--- src/rtl/ashr_iter_unit.sv ---
// Iterative arithmetic-right-shift unit (a >>>= n) with a valid/ready handshake, one bit per cycle.
// Optional sticky (shifted-out OR) register enabled by defining ASHR_ITER_STICKY_EN.
module ashr_iter_unit #(
  parameter int W  = 8,
  parameter int SW = 4
) (
  input  logic          clk,
  input  logic          rst,
  input  logic          in_valid,
  output logic          in_ready,
  input  logic [W-1:0]  in_data,
  input  logic [SW-1:0] in_amt,
  input  logic          in_signed,
  output logic          out_valid,
  input  logic          out_ready,
  output logic [W-1:0]  out_data,
  output logic [W-1:0]  out_orig,
  output logic [SW-1:0] out_amt,
  output logic          out_sticky
);

  localparam int CW   = $clog2(W + 1);
  localparam int CMPW = (SW > CW) ? SW : CW;

  typedef enum logic [1:0] {IDLE, SHIFT, DONE} state_t;

  state_t         state;
  state_t         nextState;
  logic [W-1:0]   work;
  logic [W-1:0]   origReg;
  logic [SW-1:0]  amtReg;
  logic           fillReg;
  logic [CW-1:0]  cnt;
  logic           accept;
  logic           inFill;
  logic [CMPW-1:0] amtWide;
  logic [CW-1:0]  eff;

  assign accept    = in_valid && in_ready;
  assign in_ready  = (state == IDLE);
  assign out_valid = (state == DONE);
  assign out_data  = work;
  assign out_orig  = origReg;
  assign out_amt   = amtReg;
  assign inFill    = in_signed ? in_data[W-1] : 1'b0;

  // Compare at a width that holds both in_amt and W so large amounts saturate instead of wrapping.
  assign amtWide = CMPW'(in_amt);
  assign eff     = (amtWide >= CMPW'(W)) ? CW'(W) : CW'(in_amt);

  always_ff @(posedge clk or posedge rst) begin
    if (rst) state <= IDLE;
    else     state <= nextState;
  end

  always_comb begin
    nextState = state;
    case (state)
      IDLE:    if (accept) nextState = (eff > CW'(1)) ? SHIFT : DONE;
      SHIFT:   if (cnt == CW'(1)) nextState = DONE;
      DONE:    if (out_ready) nextState = IDLE;
      default: nextState = IDLE;
    endcase
  end

  // The first shift happens on the accept edge itself, so cnt holds the shifts still remaining.
  always_ff @(posedge clk or posedge rst) begin
    if (rst) begin
      work    <= '0;
      origReg <= '0;
      amtReg  <= '0;
      fillReg <= 1'b0;
      cnt     <= '0;
    end else begin
      case (state)
        IDLE: begin
          if (accept) begin
            origReg <= in_data;
            amtReg  <= in_amt;
            fillReg <= inFill;
            if (eff == '0) begin
              work <= in_data;
              cnt  <= '0;
            end else begin
              work <= {inFill, in_data[W-1:1]};
              cnt  <= eff - CW'(1);
            end
          end
        end
        SHIFT: begin
          work <= {fillReg, work[W-1:1]};
          cnt  <= cnt - CW'(1);
        end
        default: ;
      endcase
    end
  end

`ifdef ASHR_ITER_STICKY_EN
  logic stickyReg;

  always_ff @(posedge clk or posedge rst) begin
    if (rst) begin
      stickyReg <= 1'b0;
    end else begin
      case (state)
        IDLE:    if (accept) stickyReg <= (eff == '0) ? 1'b0 : in_data[0];
        SHIFT:   stickyReg <= stickyReg | work[0];
        default: ;
      endcase
    end
  end

  assign out_sticky = stickyReg;
`else
  assign out_sticky = 1'b0;
`endif

endmodule

--- config.mk ---
export PLATFORM = sky130hd
export DESIGN_NAME = ashr_iter_unit
export DESIGN_NICKNAME = d
export VERILOG_FILES = /design/src/rtl/ashr_iter_unit.sv
export SDC_FILE = /design/constraint.sdc
export NUM_CORES = 1
export LEC_CHECK = 0
export CAP_MARGIN = 30
export CORE_UTILIZATION = 30
export DETAILED_ROUTE_END_ITERATION = 6
export PLACE_DENSITY_LB_ADDON = 0.08
export SYNTH_ARGS = -nofsm -noshare
export SYNTH_HDL_FRONTEND = slang
export SYNTH_SLANG_ARGS = --single-unit
--- constraint.sdc ---
create_clock -name clk -period 1.44 [get_ports clk]
set_clock_uncertainty 0.15 [all_clocks]
set_input_delay 0.432 -clock clk [delete_from_list [all_inputs] [get_ports clk]]
set_output_delay 0.432 -clock clk [all_outputs]
set_load 0.02 [all_outputs]
Yosys cells after proc, flatten, opt, wreduce, memory -nomap -nowiden
Cells that the tools add are included.

Word-level logic and storage cells: 36. Flip-flop bits (word level): 27. Input port bits: 17.

Add/subtract/negate cells: 2. Mux-type cells: 13. Order comparisons: 2. Reduce and logical (&&, ||, !) cells: 7. Eq/ne operators: 6.

Operators by type and width (count): $mux 8 (2); $pmux 8 s2 (1); $mux 4 (3); $mux 2 (4); $pmux 4 s2 (1); $sub 4x1->4 const B (2); $pmux 2 s3 (1); $eq 4x1->1 const B (1); $ge 4x4->1 const B (1); $gt 4x1->1 const B (1); $logic_not 4->1 (1); $ne 2x1->1 const B (2); $reduce_and 2->1 (2); $reduce_and 3->1 (1); $eq 2x1->1 const B (1); $eq 2x2->1 const B (1); $logic_not 2->1 (1); $ne 2x2->1 const B (1); $reduce_bool 2->1 (1); $logic_and 1x1->1 (1); $mux 1 (1).

Longest topological paths before layout
Depth after elaboration: 6. Mapped depth: 5.

Worst setup path before layout
Ideal clock, no wire load.

Path type: in2reg. Start: in in_amt[3]. End: reg work[3], in the netlist out_data[3]. Data arrival time: 1.257 ns. Required time: 1.158 ns. Stages: 4. Setup time: 0.132 ns. Path slack: -0.099 ns. Cell sequence: or4_4 > buf_6 > nand3_1 > o211ai_2.

Cells in the longest elaborated chain, start to end: 6.

RTL lines: start, declared (RTL line 12) `input logic [SW-1:0] in_amt,`; $ge 4x4->1 (RTL line 49) `assign eff = (amtWide >= CMPW'(W)) ? CW'(W) : CW'(in_amt);`; $mux 4 * (RTL line 49); $logic_not 4->1 * (RTL line 81) `if (eff == '0) begin`; $mux 8 * (RTL line 81); $mux 8 * (RTL line 77) `if (accept) begin`; $pmux 8 s2 * (RTL line 75) `case (state)`; end signal, assigned (RTL line 82) `work <= in_data;`; end signal, assigned (RTL line 85) `work <= {inFill, in_data[W-1:1]};`; end signal, assigned (RTL line 91) `work <= {fillReg, work[W-1:1]};`; end, declared (RTL line 29) `logic [W-1:0] work;`.

Every way passes the cells marked *; elsewhere a longest branch is shown, timed or not. The select of a mux whose other input is x is not followed. A chain may end at the register's enable or synchronous reset.

Worst setup path in the final report
Start: reg state[1]. End: out out_valid.

Cells in the longest elaborated chain, start to end: 1.

RTL lines: start, declared (RTL line 27) `state_t state;`; start signal, assigned (RTL line 53) `else state <= nextState;`; $eq 2x2->1 (RTL line 41) `assign out_valid = (state == DONE);`; end, declared (RTL line 14) `output logic out_valid,`.

Every way passes these cells.

==> flow_summary.toml <==
[routing]
drt_first_pass_iters = 4
drc_errors = 0
ant_nets = 0
wl_per_cell_um = 14.43
dr_total_vias = 1357
dr.first_iter.drc_count = 64
routed_wirelength_um = 4039
via_per_inst = 4.846

[sta]
min_period_ns = 1.596
rsz0062_at_grt = "yes"
finalSetupViolCount = 27
timing.final.hold_violations = 0
drv_slew = 0
setup_ws_ns = -0.1560
tns_ns = -2.627
max_freq_mhz = 626.6
finalCritPeriodShare = 1.108

[clocking]
insertion_delay_ns = 0.28
htreeDepth = 1
cts_made_buffers = 3
cts_max_path_buffers = 2
cts_sinks = 27
hold_buffers = 0
cts_tree = "yes"
cts_root_buffer = "clkbuf_8"
clk_pin_slew_ns = 0.11

[worst_setup_path]
ff2ff_path_depth = 5
worstPathRequired_ns = 0.86
startpoint_type = "flip-flop"
path_cells = "nor2b_2 -> buf_4"
path_max_fanout = 4
r2r_end = "out_orig[2]$_DFFE_PP0P_"
ff2ff_setup_slack_ns = -0.14
startpoint = "state[1]$_DFFE_PP0P_"
critPathCaptureType = "primary output"
slowest_delay_ns = 0.42
rr_startpoint = "state[1]$_DFFE_PP0P_"
critPathCapture = "out_valid"
critPathKind = "flip-flop to primary output"
slowest_stage = "dfrtp_1"
arrival_ns = 1.01

[logic_synthesis]
ys_warn_count = 0
yosysTopAreaCell = "dfrtp_1"
synth.avg_cell_area_um2 = 9.229
synth_nets = 168
synth_top_cell_area_share = 0.4914
seq_area_frac_synth = 0.4914
netlist_area_mm2 = 0.001375
synth_seq_cells = 27
synthFlopType = "dfrtp_1"
synthArstFlopShare = 1.000
ys_types = 34
postSynthCellCount = 149
synth_edf_count = 0
ys_top_cells_by_area = "dfrtp_1 49%, nand2_1 11%, nand3_1 5.1%, a22oi_1 4.4%, o211ai_2 3.6%"

[run_status]
outcome = "finished, violations left"
violations = "setup timing"

[grt]
grt_max_degree = 28
overflow = 0
antenna_found_initial = 0
grt_pass1_vias = 1450
grt_pass1_wl_um = 6879
grt_usage = 0.1750

[finish]
final_cell_mix = "36 x buf_4, 32 x nand2_1, 27 x dfrtp_1"
drive_gt1_frac = 0.5000
area_delta_synth_final_pct = 70.97
final_common_cell = "buf_4"
stdcell_count = 280
fin_nets = 248
antenna_cells = 0

[power_and_ir_drop]
total_leakage_power_nw = 1.151
power_density_mw_per_mm2 = 2012
peakVddDrop_mv = 0.6992

[worst_hold_path]
worstHoldPathType = "input pin to asynchronous set/reset pin"

[placed_design]
place_hpwl_um = 2606
portBuffers = 38
place_congestion = 0.7843
dp_cells = 261

[floorplanning]
die_x_um = 69.70
die_y_um = 69.70
ios = 40
std_cell_rows = 24
die-area_mm2 = 0.004858
coreArea_mm2 = 0.004384
start_util = 0.3136

[flow_run]
max-cap-violations = 0
## Yosys cell counts (all sizes together), types with 2 or more instances
cell type	number
nand2	39
dfrtp	27
nand3	14
buf	10
a22oi	8
inv	7
a21oi	4
o211ai	4
nor2	3
nor2b	3
nor3	3
nor3b	3
o21ai	3
ha	2
mux2	2
o21bai	2
## per-layer routing
| layer | vias up | wire (µm) | global-route usage |
|---|---|---|---|
| li1 | 673 | - | - |
| met1 | 643 | 1910 | 0.2428 |
| met2 | 39 | 1916 | 0.2869 |
| met3 | 2 | 187 | 0.02907 |
| met4 | 0 | 24 | 0.04000 |
| met5 | - | 0 | 0 |
## how the worst min path moves through the flow
| stage | endpoint | slack, ns | cells after the start |
|---|---|---|---|
| finish | out_amt[0]$_DFFE_PP0P_ | 0.32 | 3 |
| global route | out_orig[1]$_DFFE_PP0P_ | 0.33 | 3 |
| CTS | out_amt[0]$_DFFE_PP0P_ | 0.33 | 3 |
| detailed placement | out_orig[0]$_DFFE_PP0P_ | 0.31 | 2 |
| global placement | fillReg$_DFFE_PP0P_ | 0.30 | 2 |
| floorplan | fillReg$_DFFE_PP0P_ | 0.29 | 2 |
## worst max-delay path: cells and delay by family (launching register included)
family	cells	cell delay, ns
simple gates	1	0.17
flops	1	0.42
buf+inv	1	0.15
## kinds of logic (layout without fill, tap and decap cells)
logic type,Yosys count,count (layout),synth area share
AOI/OAI and AO/OA,29,29,0.1620
adders and majority gates,2,2,0.01820
buffers and inverters,17,95,0.06552
DFF,27,27,0.4914
muxes,2,2,0.01638
other,1,1,0.002727
and+or+nand+nor,71,72,0.2439
## state kept, by name (all words and copies together) (netlist names)
signal	count
out_data	8
out_orig	8
cnt	4
out_amt	4
state	2
fillReg	1
## what timing repair did
item                       CTS  global route
pin swaps                   15             9
resized for setup          136            26
gates cloned                 2             0
setup endpoints to repair   49            42
setup buffers                8             5
## per-stage QoR
step           worst slack (ns)  utilization  hold slack (ns)  power (mW)  cell area, µm²
4_1_cts                 -0.1666       0.5083           0.3331       4.465            2228
5_1_grt                 -0.2144       0.5362           0.3325       5.063            2351
2_1_floorplan          -0.07976            -           0.2886       2.634            1414
3_3_place_gp            -0.5911       0.4663           0.3019       3.762            2044
6_report                -0.1560       0.5362           0.3215       4.730            2351
3_5_place_dp            -0.7003       0.4663           0.3144       3.807            2044
## report_power, final
| group | total, mW | switching (mW) | internal [mW] |
|---|---|---|---|
| sequential | 1.34 | 0.238 | 1.10 |
| clock | 0.456 | 0.260 | 0.197 |
| combinational | 2.93 | 1.41 | 1.52 |
## layout make-up
| cell class | count | area, µm² |
|---|---|---|
| well taps | 52 | 65.06 |
| clock inverters | 1 | 7.507 |
| flip-flops and latches | 27 | 675.6 |
| fillers | 411 | 2033 |
| repair buffers | 84 | 732.0 |
| clock buffers | 3 | 41.29 |
| multi-input cells | 106 | 803.3 |
| inverters | 7 | 26.28 |
No activity file was read; power rests on OpenSTA's default activity.
==> patch, RTL diff (same settings) <==
Encoding of `state_t`: now one-hot (3 bits for 3 states).
--- a/src/rtl/ashr_iter_unit.sv
+++ b/src/rtl/ashr_iter_unit.sv
@@ -23,5 +23,5 @@
   localparam int CMPW = (SW > CW) ? SW : CW;
 
-  typedef enum logic [1:0] {IDLE, SHIFT, DONE} state_t;
+  typedef enum logic [2:0] {IDLE = 3'b001, SHIFT = 3'b010, DONE = 3'b100} state_t;
 
   state_t         state;
Function: no difference found for any inputs over 10 cycles, from zero or initial values and one cycle with rst high; not proved beyond that.
==> patch against the unedited design <==
  * Critical endpoint is now in_ready
  * Power down 2.1%
  * Utilization down 3.0 points
  * Sequential power grew 4%
  * Sequential cell count rose by 1
  * Wire length shrank 5.2%
  * Design area fell by 2.9%
  * The run ends with DRC, setup timing left
  * Register-to-register slack got worse by 0.12 ns
  * Area after synthesis rose by 5.1%
  * Worst setup slack got worse by 0.12 ns
  * Non-clock buffer count fell by 10
==> patch: results <==
set metrics [dict create \
    grt_pass1_wl_microns 6480 \
    grt.total_usage_pct 16.0 \
    drtPass1Iterations 7 \
    grt_max_degree 29 \
    setup_viol 30 \
    dp_slack_ns -0.551 \
    power.leakage_uw 0.00105 \
    failed_checks "DRC, setup timing" \
    ir_drop_v 0.000729 \
    reg2regPathDepth 4 \
    critical_path.startpoint "state[0]" \
    routabilityCongestion 0.798 \
    critical_path.max_fanout 3 \
    synth_nets 175 \
    setup_ws_ns -0.278 \
    drive_above_1_share_pct 38.4 \
    synthTopCellsByCount "nand2_1, dfrtp_1, a21oi_1, nor2_1" \
    rr_endpoint "cnt[3]" \
    synth_cell_types 32 \
    drc 2 \
    outcome "complete, but fails checks" \
    critPathSlowestCell "dfstp_2" \
    path_clk_slew_ns 0.09 \
    endpoint "in_ready" \
    rrSetupSlack_ns -0.26 \
    dp_hpwl_microns 2780 \
]
==> patch: layout make-up <==
class / instances / area, sq um
clock buffers: 4 / 45.0
fillers: 451 / 2220
inverters: 3 / 11.3
multi-input cells: 115 / 805
flip-flops and latches: 28 / 704
well taps: 52 / 65.1
repair buffers: 74 / 652
==> patch: timing repair <==
| item | in CTS | in global routing |
|---|---|---|
| resized for setup | 112 | 17 |
| buffers inserted | 0 | 3 |
| setup endpoints to repair | 50 | 39 |
| endpoints found under the hold margin | 0 | 0 |
| hold buffers | 0 | 0 |
| pin swaps | 2 | 2 |
==> patch: metal layers <==
layer | part of all wire (%) | track usage, %
met1 | 47 | 21.7
met2 | 49 | 27.0
met3 | 3.6 | 2.25
met4 | 0.50 | 4.00
met5 | 0 | 0
==> patch: power breakdown <==
group          total (uW)  switching (uW)  internal [uW]
sequential           1400             237           1170
combinational        2800            1390           1410
clock                 431             233            198
total                4630            1860           2770
==> patch: how the worst min path moves through the flow <==
stage	startpoint	endpoint	slack (ns)	depth (start not counted)
3_3_place_gp	out_orig[5]	out_orig[5]	0.31	2
5_1_grt	out_orig[0]	out_orig[0]	0.35	2
4_1_cts	rst	out_orig[2]	0.33	3
2_1_floorplan	fillReg	fillReg	0.29	2
3_5_place_dp	out_orig[0]	out_orig[0]	0.31	2
6_report	rst	out_data[2]	0.33	3
==> patch: tightest hold or removal path, cell delays in order <==
cell             delay, ns
clkdlybuf4s50_1       0.39
inv_1                 0.09
buf_12                0.20
==> patch: metrics by stage <==
| step | total power (uW) | util [%] |
|---|---|---|
| floorplan | 2820 | - |
| global placement | 4100 | 48.3 |
| detailed placement | 4150 | 48.3 |
| CTS | 4510 | 48.7 |
| global route | 4990 | 50.7 |
| finish | 4630 | 50.7 |
==> patch: cells by family (layout without fill, tap and decap cells) <==
| logic type | count (synthesis) | count (layout) | share of synthesized area [%] |
|---|---|---|---|
| AOI/OAI and AO/OA | 26 | 26 | 11.3 |
| adders and majority gates | 2 | 2 | 1.73 |
| buffers and inverters | 13 | 81 | 3.98 |
| DFF | 28 | 28 | 48.6 |
| muxes | 8 | 8 | 5.54 |
| other | 1 | 1 | 0.259 |
| and+or+nand+nor | 78 | 78 | 28.7 |
